[src/rtl/ulss_pkt_scheduler.sv]
// ulss_pkt_scheduler: 16-store, 4-lane weighted round-robin packet scheduler.
// Optional per-lane transfer watchdog enabled by defining ULSS_SCH_XFER_TIMEOUT_EN.
module ulss_pkt_scheduler #(
  parameter int NUM_IN      = 16,
  parameter int NUM_LANE    = 4,
  parameter int WEIGHT_W    = 4,
  parameter int TIMEOUT_CYC = 1024
) (
  input  logic                   rate_limiter_16to4_clk,
  input  logic                   rate_limiter_16to4_rstn,
  input  logic                   rate_limiter_16to4_sw_rst,
  input  logic                   sch_reg_wr_en,
  input  logic [4:0]             sch_reg_wr_addr,
  input  logic [63:0]            sch_reg_wr_data,
  input  logic [NUM_IN-1:0]      pck_str_empty,
  input  logic [NUM_IN-1:0]      pck_str_eop,
  output logic [NUM_IN-1:0]      pck_rd_en_grnt,
  output logic [4*NUM_LANE-1:0]  lane_src,
  output logic [NUM_LANE-1:0]    lane_busy,
  output logic [NUM_LANE-1:0]    sch_timeout_err
);
  localparam int SW = $clog2(NUM_IN);
  localparam int LW = $clog2(NUM_LANE);
  localparam int CW = $clog2(TIMEOUT_CYC);
  typedef enum logic [1:0] {IDLE, SEL, XFER} state_t;
  logic [LW-1:0]       map_q    [NUM_IN];
  logic [WEIGHT_W-1:0] weight_q [NUM_IN];
  logic                sch_en_q;
  state_t              state_q  [NUM_LANE];
  state_t              state_d  [NUM_LANE];
  logic [SW-1:0]       ptr_q    [NUM_LANE];
  logic [SW-1:0]       ptr_d    [NUM_LANE];
  logic [SW-1:0]       src_q    [NUM_LANE];
  logic [SW-1:0]       src_d    [NUM_LANE];
  logic [WEIGHT_W-1:0] credit_q [NUM_LANE];
  logic [WEIGHT_W-1:0] credit_d [NUM_LANE];
  logic [NUM_IN-1:0]   held     [NUM_LANE];
  logic [NUM_IN-1:0]   elig     [NUM_LANE];
  logic [SW-1:0]       pick     [NUM_LANE];
  logic [NUM_LANE-1:0] found;
  logic [NUM_IN-1:0]   all_held;
  logic                unused_data;
  assign unused_data = ^{sch_reg_wr_data[63:8], sch_reg_wr_data[3:2]};
`ifdef ULSS_SCH_XFER_TIMEOUT_EN
  logic [CW-1:0]       cnt_q [NUM_LANE];
  logic [CW-1:0]       cnt_d [NUM_LANE];
  logic [NUM_LANE-1:0] err_q, err_d;
  logic                clr_err;
  assign clr_err = sch_reg_wr_en && sch_reg_wr_addr == 5'd16 && sch_reg_wr_data[1];
  assign sch_timeout_err = err_q;
`else
  logic [CW-1:0] unused_cnt;
  assign unused_cnt = '0;
  assign sch_timeout_err = '0;
`endif
  always_ff @(posedge rate_limiter_16to4_clk or negedge rate_limiter_16to4_rstn)
    if (!rate_limiter_16to4_rstn) begin
      for (int i = 0; i < NUM_IN; i++) begin
        map_q[i]    <= LW'(i >> 2);
        weight_q[i] <= WEIGHT_W'(1);
      end
      sch_en_q <= 1'b0;
    end else if (sch_reg_wr_en) begin
      if (!sch_reg_wr_addr[4]) begin
        map_q[sch_reg_wr_addr[3:0]]    <= sch_reg_wr_data[LW-1:0];
        weight_q[sch_reg_wr_addr[3:0]] <= sch_reg_wr_data[4+:WEIGHT_W];
      end else if (sch_reg_wr_addr[3:0] == 4'd0)
        sch_en_q <= sch_reg_wr_data[0];
    end
  // A store stays owned by the lane serving it, even across a remap, until its EOP.
  always_comb begin
    all_held = '0;
    for (int l = 0; l < NUM_LANE; l++) begin
      held[l] = (state_q[l] == XFER || (state_q[l] == SEL && credit_q[l] != '0)) ? NUM_IN'(1) << src_q[l] : '0;
      all_held |= held[l];
    end
    pck_rd_en_grnt = '0;
`ifdef ULSS_SCH_XFER_TIMEOUT_EN
    err_d = clr_err ? '0 : err_q;
`endif
    for (int l = 0; l < NUM_LANE; l++) begin
      for (int i = 0; i < NUM_IN; i++)
        elig[l][i] = sch_en_q && map_q[i] == LW'(l) && weight_q[i] != '0 && !pck_str_empty[i] && !(all_held[i] && !held[l][i]);
      found[l] = 1'b0;
      pick[l]  = '0;
      for (int j = NUM_IN - 1; j >= 0; j--)
        if (elig[l][ptr_q[l] + SW'(j)]) begin
          found[l] = 1'b1;
          pick[l]  = ptr_q[l] + SW'(j);
        end
      state_d[l]  = state_q[l];
      ptr_d[l]    = ptr_q[l];
      src_d[l]    = src_q[l];
      credit_d[l] = credit_q[l];
`ifdef ULSS_SCH_XFER_TIMEOUT_EN
      cnt_d[l] = cnt_q[l];
`endif
      lane_src[SW*l+:SW] = src_q[l];
      lane_busy[l] = state_q[l] == XFER;
      case (state_q[l])
        IDLE: state_d[l] = (|elig[l]) ? SEL : IDLE;
        SEL: begin
`ifdef ULSS_SCH_XFER_TIMEOUT_EN
          cnt_d[l] = '0;
`endif
          // Nonzero credit here means a reselect of the store just served.
          if (credit_q[l] != '0) begin
            state_d[l] = elig[l][src_q[l]] ? XFER : IDLE;
            if (!elig[l][src_q[l]]) begin
              ptr_d[l]    = src_q[l] + 1'b1;
              credit_d[l] = '0;
            end
          end else if (found[l]) begin
            src_d[l]    = pick[l];
            credit_d[l] = weight_q[pick[l]];
            state_d[l]  = XFER;
          end else
            state_d[l] = IDLE;
        end
        XFER: begin
          pck_rd_en_grnt[src_q[l]] = !pck_str_empty[src_q[l]];
          if (!pck_str_empty[src_q[l]] && pck_str_eop[src_q[l]]) begin
            credit_d[l] = credit_q[l] - 1'b1;
            state_d[l]  = credit_q[l] == WEIGHT_W'(1) ? IDLE : SEL;
            ptr_d[l]    = credit_q[l] == WEIGHT_W'(1) ? src_q[l] + 1'b1 : ptr_q[l];
          end
`ifdef ULSS_SCH_XFER_TIMEOUT_EN
          else if (cnt_q[l] == CW'(TIMEOUT_CYC - 1)) begin
            err_d[l]    = 1'b1;
            ptr_d[l]    = src_q[l] + 1'b1;
            credit_d[l] = '0;
            state_d[l]  = IDLE;
          end else
            cnt_d[l] = cnt_q[l] + 1'b1;
`endif
        end
        default: state_d[l] = IDLE;
      endcase
    end
  end
  always_ff @(posedge rate_limiter_16to4_clk or negedge rate_limiter_16to4_rstn)
    if (!rate_limiter_16to4_rstn)
      for (int l = 0; l < NUM_LANE; l++) begin
        state_q[l]  <= IDLE;
        ptr_q[l]    <= '0;
        src_q[l]    <= '0;
        credit_q[l] <= '0;
      end
    else
      for (int l = 0; l < NUM_LANE; l++) begin
        state_q[l]  <= rate_limiter_16to4_sw_rst ? IDLE : state_d[l];
        ptr_q[l]    <= rate_limiter_16to4_sw_rst ? '0 : ptr_d[l];
        src_q[l]    <= rate_limiter_16to4_sw_rst ? '0 : src_d[l];
        credit_q[l] <= rate_limiter_16to4_sw_rst ? '0 : credit_d[l];
      end
`ifdef ULSS_SCH_XFER_TIMEOUT_EN
  always_ff @(posedge rate_limiter_16to4_clk or negedge rate_limiter_16to4_rstn)
    if (!rate_limiter_16to4_rstn) begin
      err_q <= '0;
      for (int l = 0; l < NUM_LANE; l++) cnt_q[l] <= '0;
    end else begin
      err_q <= rate_limiter_16to4_sw_rst ? '0 : err_d;
      for (int l = 0; l < NUM_LANE; l++) cnt_q[l] <= rate_limiter_16to4_sw_rst ? '0 : cnt_d[l];
    end
`endif
endmodule

[config.mk]
export PLATFORM = sky130hd
export DESIGN_NAME = ulss_pkt_scheduler
export DESIGN_NICKNAME = d
export VERILOG_FILES = /design/src/rtl/ulss_pkt_scheduler.sv
export SDC_FILE = /design/constraint.sdc
export NUM_CORES = 1
export LEC_CHECK = 0
export CELL_PAD_IN_SITES_DETAIL_PLACEMENT = 1
export CELL_PAD_IN_SITES_GLOBAL_PLACEMENT = 1
export CORE_ASPECT_RATIO = 1.5
export CORE_MARGIN = 2
export CORE_UTILIZATION = 52
export CTS_CLUSTER_DIAMETER = 200
export CTS_CLUSTER_SIZE = 8
export DETAILED_ROUTE_END_ITERATION = 7
export HOLD_SLACK_MARGIN = 0.1
export PLACE_DENSITY_LB_ADDON = 0.1
export SETUP_SLACK_MARGIN = 0.1
export SYNTH_ARGS = -nofsm -noshare
export SYNTH_HDL_FRONTEND = slang
export SYNTH_SLANG_ARGS = --single-unit
[constraint.sdc]
create_clock -name rate_limiter_16to4_clk -period 17.85 [get_ports rate_limiter_16to4_clk]
set_clock_uncertainty 0.15 [all_clocks]
set_input_delay 3.57 -clock rate_limiter_16to4_clk [delete_from_list [all_inputs] [get_ports rate_limiter_16to4_clk]]
set_output_delay 3.57 -clock rate_limiter_16to4_clk [all_outputs]
set_load 0.02 [all_outputs]
Word level (Yosys, flattened, before mapping)
Cells that the tools add are included.
Word-level totals
  logic and storage cells: 1266
  output and inout bits: 40
  bits in registers: 153
  bits of input ports: 105
Operators by class
  reductions and logical operators: 556
  muxes and demuxes: 413
  bitwise gates (word level): 10
  shifts and indexed selects: 4
  magnitude comparators: 78
  equal/unequal tests: 88
  $add $sub $neg: 68
Operators with widths (count)
  $mux W4: 129
  $lt A4 B5 Y1 const B: 68
  $logic_and A1 B1 Y1: 333
  $bmux W1 S4: 76
  $mux W1: 152
  $logic_not A1 Y1: 148
  $add A4 B4 Y4 const B: 32
  $mux W16: 8
  $reduce_bool A4 Y1: 20
  $eq A2 B2 Y1 const B: 36
  $add A4 B3 Y4 const B: 16
  $bmux W4 S4: 4
  $bwmux W64: 1
  $pmux W4 S2: 8
  $reduce_or A16 Y1: 4
  $shl A1 B4 Y16 const A: 4
  $bwmux W16: 3
  $ne A3 B3 Y1 const B: 16
  $or A16 B16 Y16: 3
  $mux W2: 21
  $eq A2 B1 Y1 const B: 20
  $logic_not A2 Y1: 20
  $add A4 B1 Y4 const B: 8
  $add A4 B2 Y4 const B: 8
  24 further kinds: 79

Depth between registers and ports, before layout
  depth in word-level cells: 36
  gate-level depth with buffers: 24
  mapped depth without buffers: 18

Worst setup path after synthesis
No wires, ideal clock.
  path type: input-to-output
  start: input pck_str_empty[7]
  end: output pck_rd_en_grnt[13]
  stages on the path: 8
  required time: 14.130 ns
  slack: 8.589 ns
  data arrival time: 5.541 ns
  path buffers: 0
  cell sequence: mux4_2 -> mux4_2 -> nor2_1 -> nand2_1 -> a211o_1 -> o21ai_0 -> a21oi_1 -> o22ai_1
Between the ends
  word-level cells in the longest chain between the ends: 11
  elaborated cells between the ends (all ways): 20
  classes of those cells: mux (15); bitwise (1); reduce/logical (4)
Ends and longest elaborated chain
  start: declaration: line 15  | input logic [NUM_IN-1:0] pck_str_empty,
  $bmux W1 S4: line 121  | pck_rd_en_grnt[src_q[l]] = !pck_str_empty[src_q[l]];
  $mux W1 (implied by the code): line 121
  $logic_not A1 Y1: line 121
  $and A16 B16 Y16 (no source line)
  $mux W16: line 100  | case (state_q[l])
  $bwmux W16: line 121
  $mux W16: line 100
  $bwmux W16: line 121
  $mux W16: line 100
  $bwmux W16: line 121
  $mux W16 (*): line 100
  end: declaration: line 17  | output logic [NUM_IN-1:0] pck_rd_en_grnt,
Every way passes the cells marked *; elsewhere a longest branch is shown, timed or not. The select of a mux whose other input is x is not followed.

Final worst setup path
  start: input pck_str_empty[13]
  end: output pck_rd_en_grnt[13]
The elaborated chain is that of the path after synthesis.

==> results.sh <==
export IMPL_outcome="finished with violations"
export IMPL_violations="design-rule violations, max-capacitance violations, max-slew violations"
export IMPL_fin_tns_setup_ns=0
export IMPL_grt_antenna_before_repair=9
export IMPL_ys_top_cells_by_area="mux4_2 (17%), dfrtp_1 (12%), mux2i_1 (9.4%), mux2_2 (6.1%), nand2_1 (3.9%)"
export IMPL_synth_common_cells="nand2_1 (266), mux2i_1 (237), nor2_1 (203), mux4_2 (186), clkbuf_1 (141)"
export IMPL_cts_tree="built"
export IMPL_slowest_stage="clkdlybuf4s50_1"
export IMPL_design_area_um2=27200
export IMPL_gr_total_overflow=0
export IMPL_start_util_pct=52.4
export IMPL_ir_drop_uv=266
export IMPL_ff2ff_path_depth=17
export IMPL_grt_pass1_wl_um=192000
export IMPL_grt_total_usage_pct=51.6
export IMPL_clk_pin_slew_ns=0.08
export IMPL_ys_types=111
export IMPL_crit_chain="clkdlybuf4s50_1, mux4_2, mux4_2, nor2_1, nand2_1, a211o_1, o21ai_0, a21oi_1, o22ai_1, clkdlybuf4s50_1"
export IMPL_power_per_cell_area_nw_per_um2=190
export IMPL_grt_max_degree=57
export IMPL_dpl_instance_area_um2=26600
export IMPL_place_congestion=1.12
export IMPL_fin_cells=3477
export IMPL_drc_errors=30
export IMPL_cp_slowest_stage_delay_ns=0.69
export IMPL_rr_startpoint="lane_src[13]"
export IMPL_die_area_um2=50500
export IMPL_seq_area_frac_synth_pct=15.3
export IMPL_synth_most_common_cell="nand2_1"
export IMPL_synthCells=2886
export IMPL_r2r_setup_slack_ns=9.26
export IMPL_slew_headroom_pct=-2.13
export IMPL_fin_crit_sh_pct=61.6
export IMPL_finalSetupViolations=0
export IMPL_cts_resized=0
export IMPL_clk_path_buf_depth=2
export IMPL_htreeDepth=4
export IMPL_synthArstFlopShare_pct=100
export IMPL_tritoncts_num_buffers=17
export IMPL_worstHoldPathCells=1
export IMPL_startpoint_type="input port"
export IMPL_finalCriticalPeriod_ns=10.99
export IMPL_routed_wl_um=131000
export IMPL_p_leak_nw=10.2
export IMPL_antenna_left=0
export IMPL_syn_to_final_growth_pct=7.53
export IMPL_postLayoutCoreUtil_pct=56.3
export IMPL_placed_cells=3445
export IMPL_dr_pass1_iters=8
export IMPL_post_cts_setup_buffers=0
export IMPL_netlist_area_um2=25300
export IMPL_hold_viol_final=0
export IMPL_yosys_warnings=0
export IMPL_tightest_slew_ns=1.52
export IMPL_rsz0062_at_grt="no"
export IMPL_grt_pass1_vias=29300
export IMPL_synth_avg_cell_area_um2=8.77
export IMPL_chipWidth_um=184
export IMPL_whs_ns=0.390
export IMPL_drv_cap=1
export IMPL_routedWlPerCell_um=37.6
export IMPL_yosysTopAreaCellShare_pct=16.6
export IMPL_synth_ff_type="dfrtp_1"
export IMPL_drt_initial_drc_count=3651
export IMPL_pre_cts_ws_ns=6.94
export IMPL_cp_arrival_ns=7.27
export IMPL_drive_above_1_share_pct=17.8
export IMPL_fin_nets=3026
export IMPL_portBuffers=82
export IMPL_setup_slack_ns=6.86
export IMPL_hold_end="state_q[2]"
export IMPL_die_y_um=274
export IMPL_hp_start="state_q[2]"
export IMPL_synth_edff_count=0
export IMPL_r2r_end="credit_q[10]"
export IMPL_p_total_mw=5.17
export IMPL_post_cts_hold_buffer_count=0
export IMPL_num_rows=99
export IMPL_vias_per_cell=8.25
export IMPL_vias=28700
export IMPL_dp_hpwl_um=97700
export IMPL_clk_latency_ns=0.48
export IMPL_synth_seq_cells=153
export IMPL_fillers=5546
export IMPL_maxSlewViolCount=2
export IMPL_clockRootBuffer="clkbuf_16"
export IMPL_synth_largest_area_cell="mux4_2"
export IMPL_cts_sinks=153
export IMPL_core_um2=48300
export IMPL_end_kind="output pin"
export IMPL_diodes=0
export IMPL_hold_class="reg -> reg"
export IMPL_crit_required_ns=14.13
export IMPL_io_pins=145
export IMPL_crit_type="in -> out"
export IMPL_fmax_ghz=0.0910
export IMPL_critPathMaxFanout=6
[cells in the final DEF, fill, tap and decap left out, drive strengths merged, types with 36 or more instances in the layout]
| master | n |
|---|---|
| nor4 | 38 |
| ha | 63 |
| o22ai | 64 |
| buf | 66 |
| xnor2 | 42 |
| mux2 | 137 |
| nor3 | 68 |
| nand4 | 36 |
| dfrtp | 121 |
| o211ai | 54 |
| o21ai | 110 |
| mux2i | 238 |
| nand2 | 267 |
| nor2 | 204 |
| inv | 71 |
| a211oi | 64 |
| and2 | 37 |
| clkdlybuf4s50 | 80 |
| mux4 | 186 |
| a21oi | 113 |
| nand3 | 82 |
[routing by layer]
| layer | share of wire (%) | vias to the layer above | global-route usage [%] | wire, µm |
|---|---|---|---|---|
| met5 | 0.055 | - | 0.585 | 72 |
| met4 | 12 | 12 | 48.6 | 15100 |
| met3 | 12 | 984 | 19.3 | 15100 |
| met2 | 45 | 2205 | 80.4 | 58300 |
| met1 | 32 | 14100 | 53.1 | 42100 |
| li1 | - | 11400 | - | - |
[worst max path at each step]
stage                           start            endpoint  slack, ns  cells past startpoint
CTS                 pck_str_empty[15]  pck_rd_en_grnt[14]       6.93                     10
finish              pck_str_empty[13]  pck_rd_en_grnt[13]       6.86                     10
floorplan            pck_str_empty[7]  pck_rd_en_grnt[13]       8.59                      8
detailed placement  pck_str_empty[12]  pck_rd_en_grnt[14]       6.94                     10
global route        pck_str_empty[15]  pck_rd_en_grnt[14]       6.75                     10
global placement    pck_str_empty[12]  pck_rd_en_grnt[14]       6.99                     10
[power breakdown]
part	switching [mW]	internal [mW]
clock network	0.212	0.196
registers	0.198	0.434
logic	2.68	1.45
[registers in the layout, summed over array words and instances, names as in the netlist]
signal and cells:
weight_q 64, state_q 8, map_q 32, lane_src 16
credit_q 16, sch_en_q 1, ptr_q 16
[critical path: cells and delay by family]
family	cells	cell delay, ns
compound gates	4	0.82
simple gates	2	0.52
buf+inv	2	1.30
mux	2	1.05
[final cells by class]
| cell class | count | area, µm² | area share (%) |
|---|---|---|---|
| inverter | 74 | 278 | 1.02 |
| timing repair buffer | 146 | 1300 | 4.77 |
| tap | 606 | 758 | 2.79 |
| clock inverter | 15 | 209 | 0.768 |
| sequential | 153 | 3870 | 14.2 |
| clock buffer | 17 | 425 | 1.56 |
| multi-input combinational | 2466 | 20400 | 74.9 |
[logic make-up after synthesis]
logic type	after synthesis	share of synthesized area (%)
simple gates	976	19.9
compound gates	800	23.0
mux	561	32.1
buf+inv	270	4.43
flops	153	15.3
fa+ha+maj	63	3.11
xor+xnor	62	2.15
other cells	1	0.0148
No activity file was read; power rests on OpenSTA's default activity.
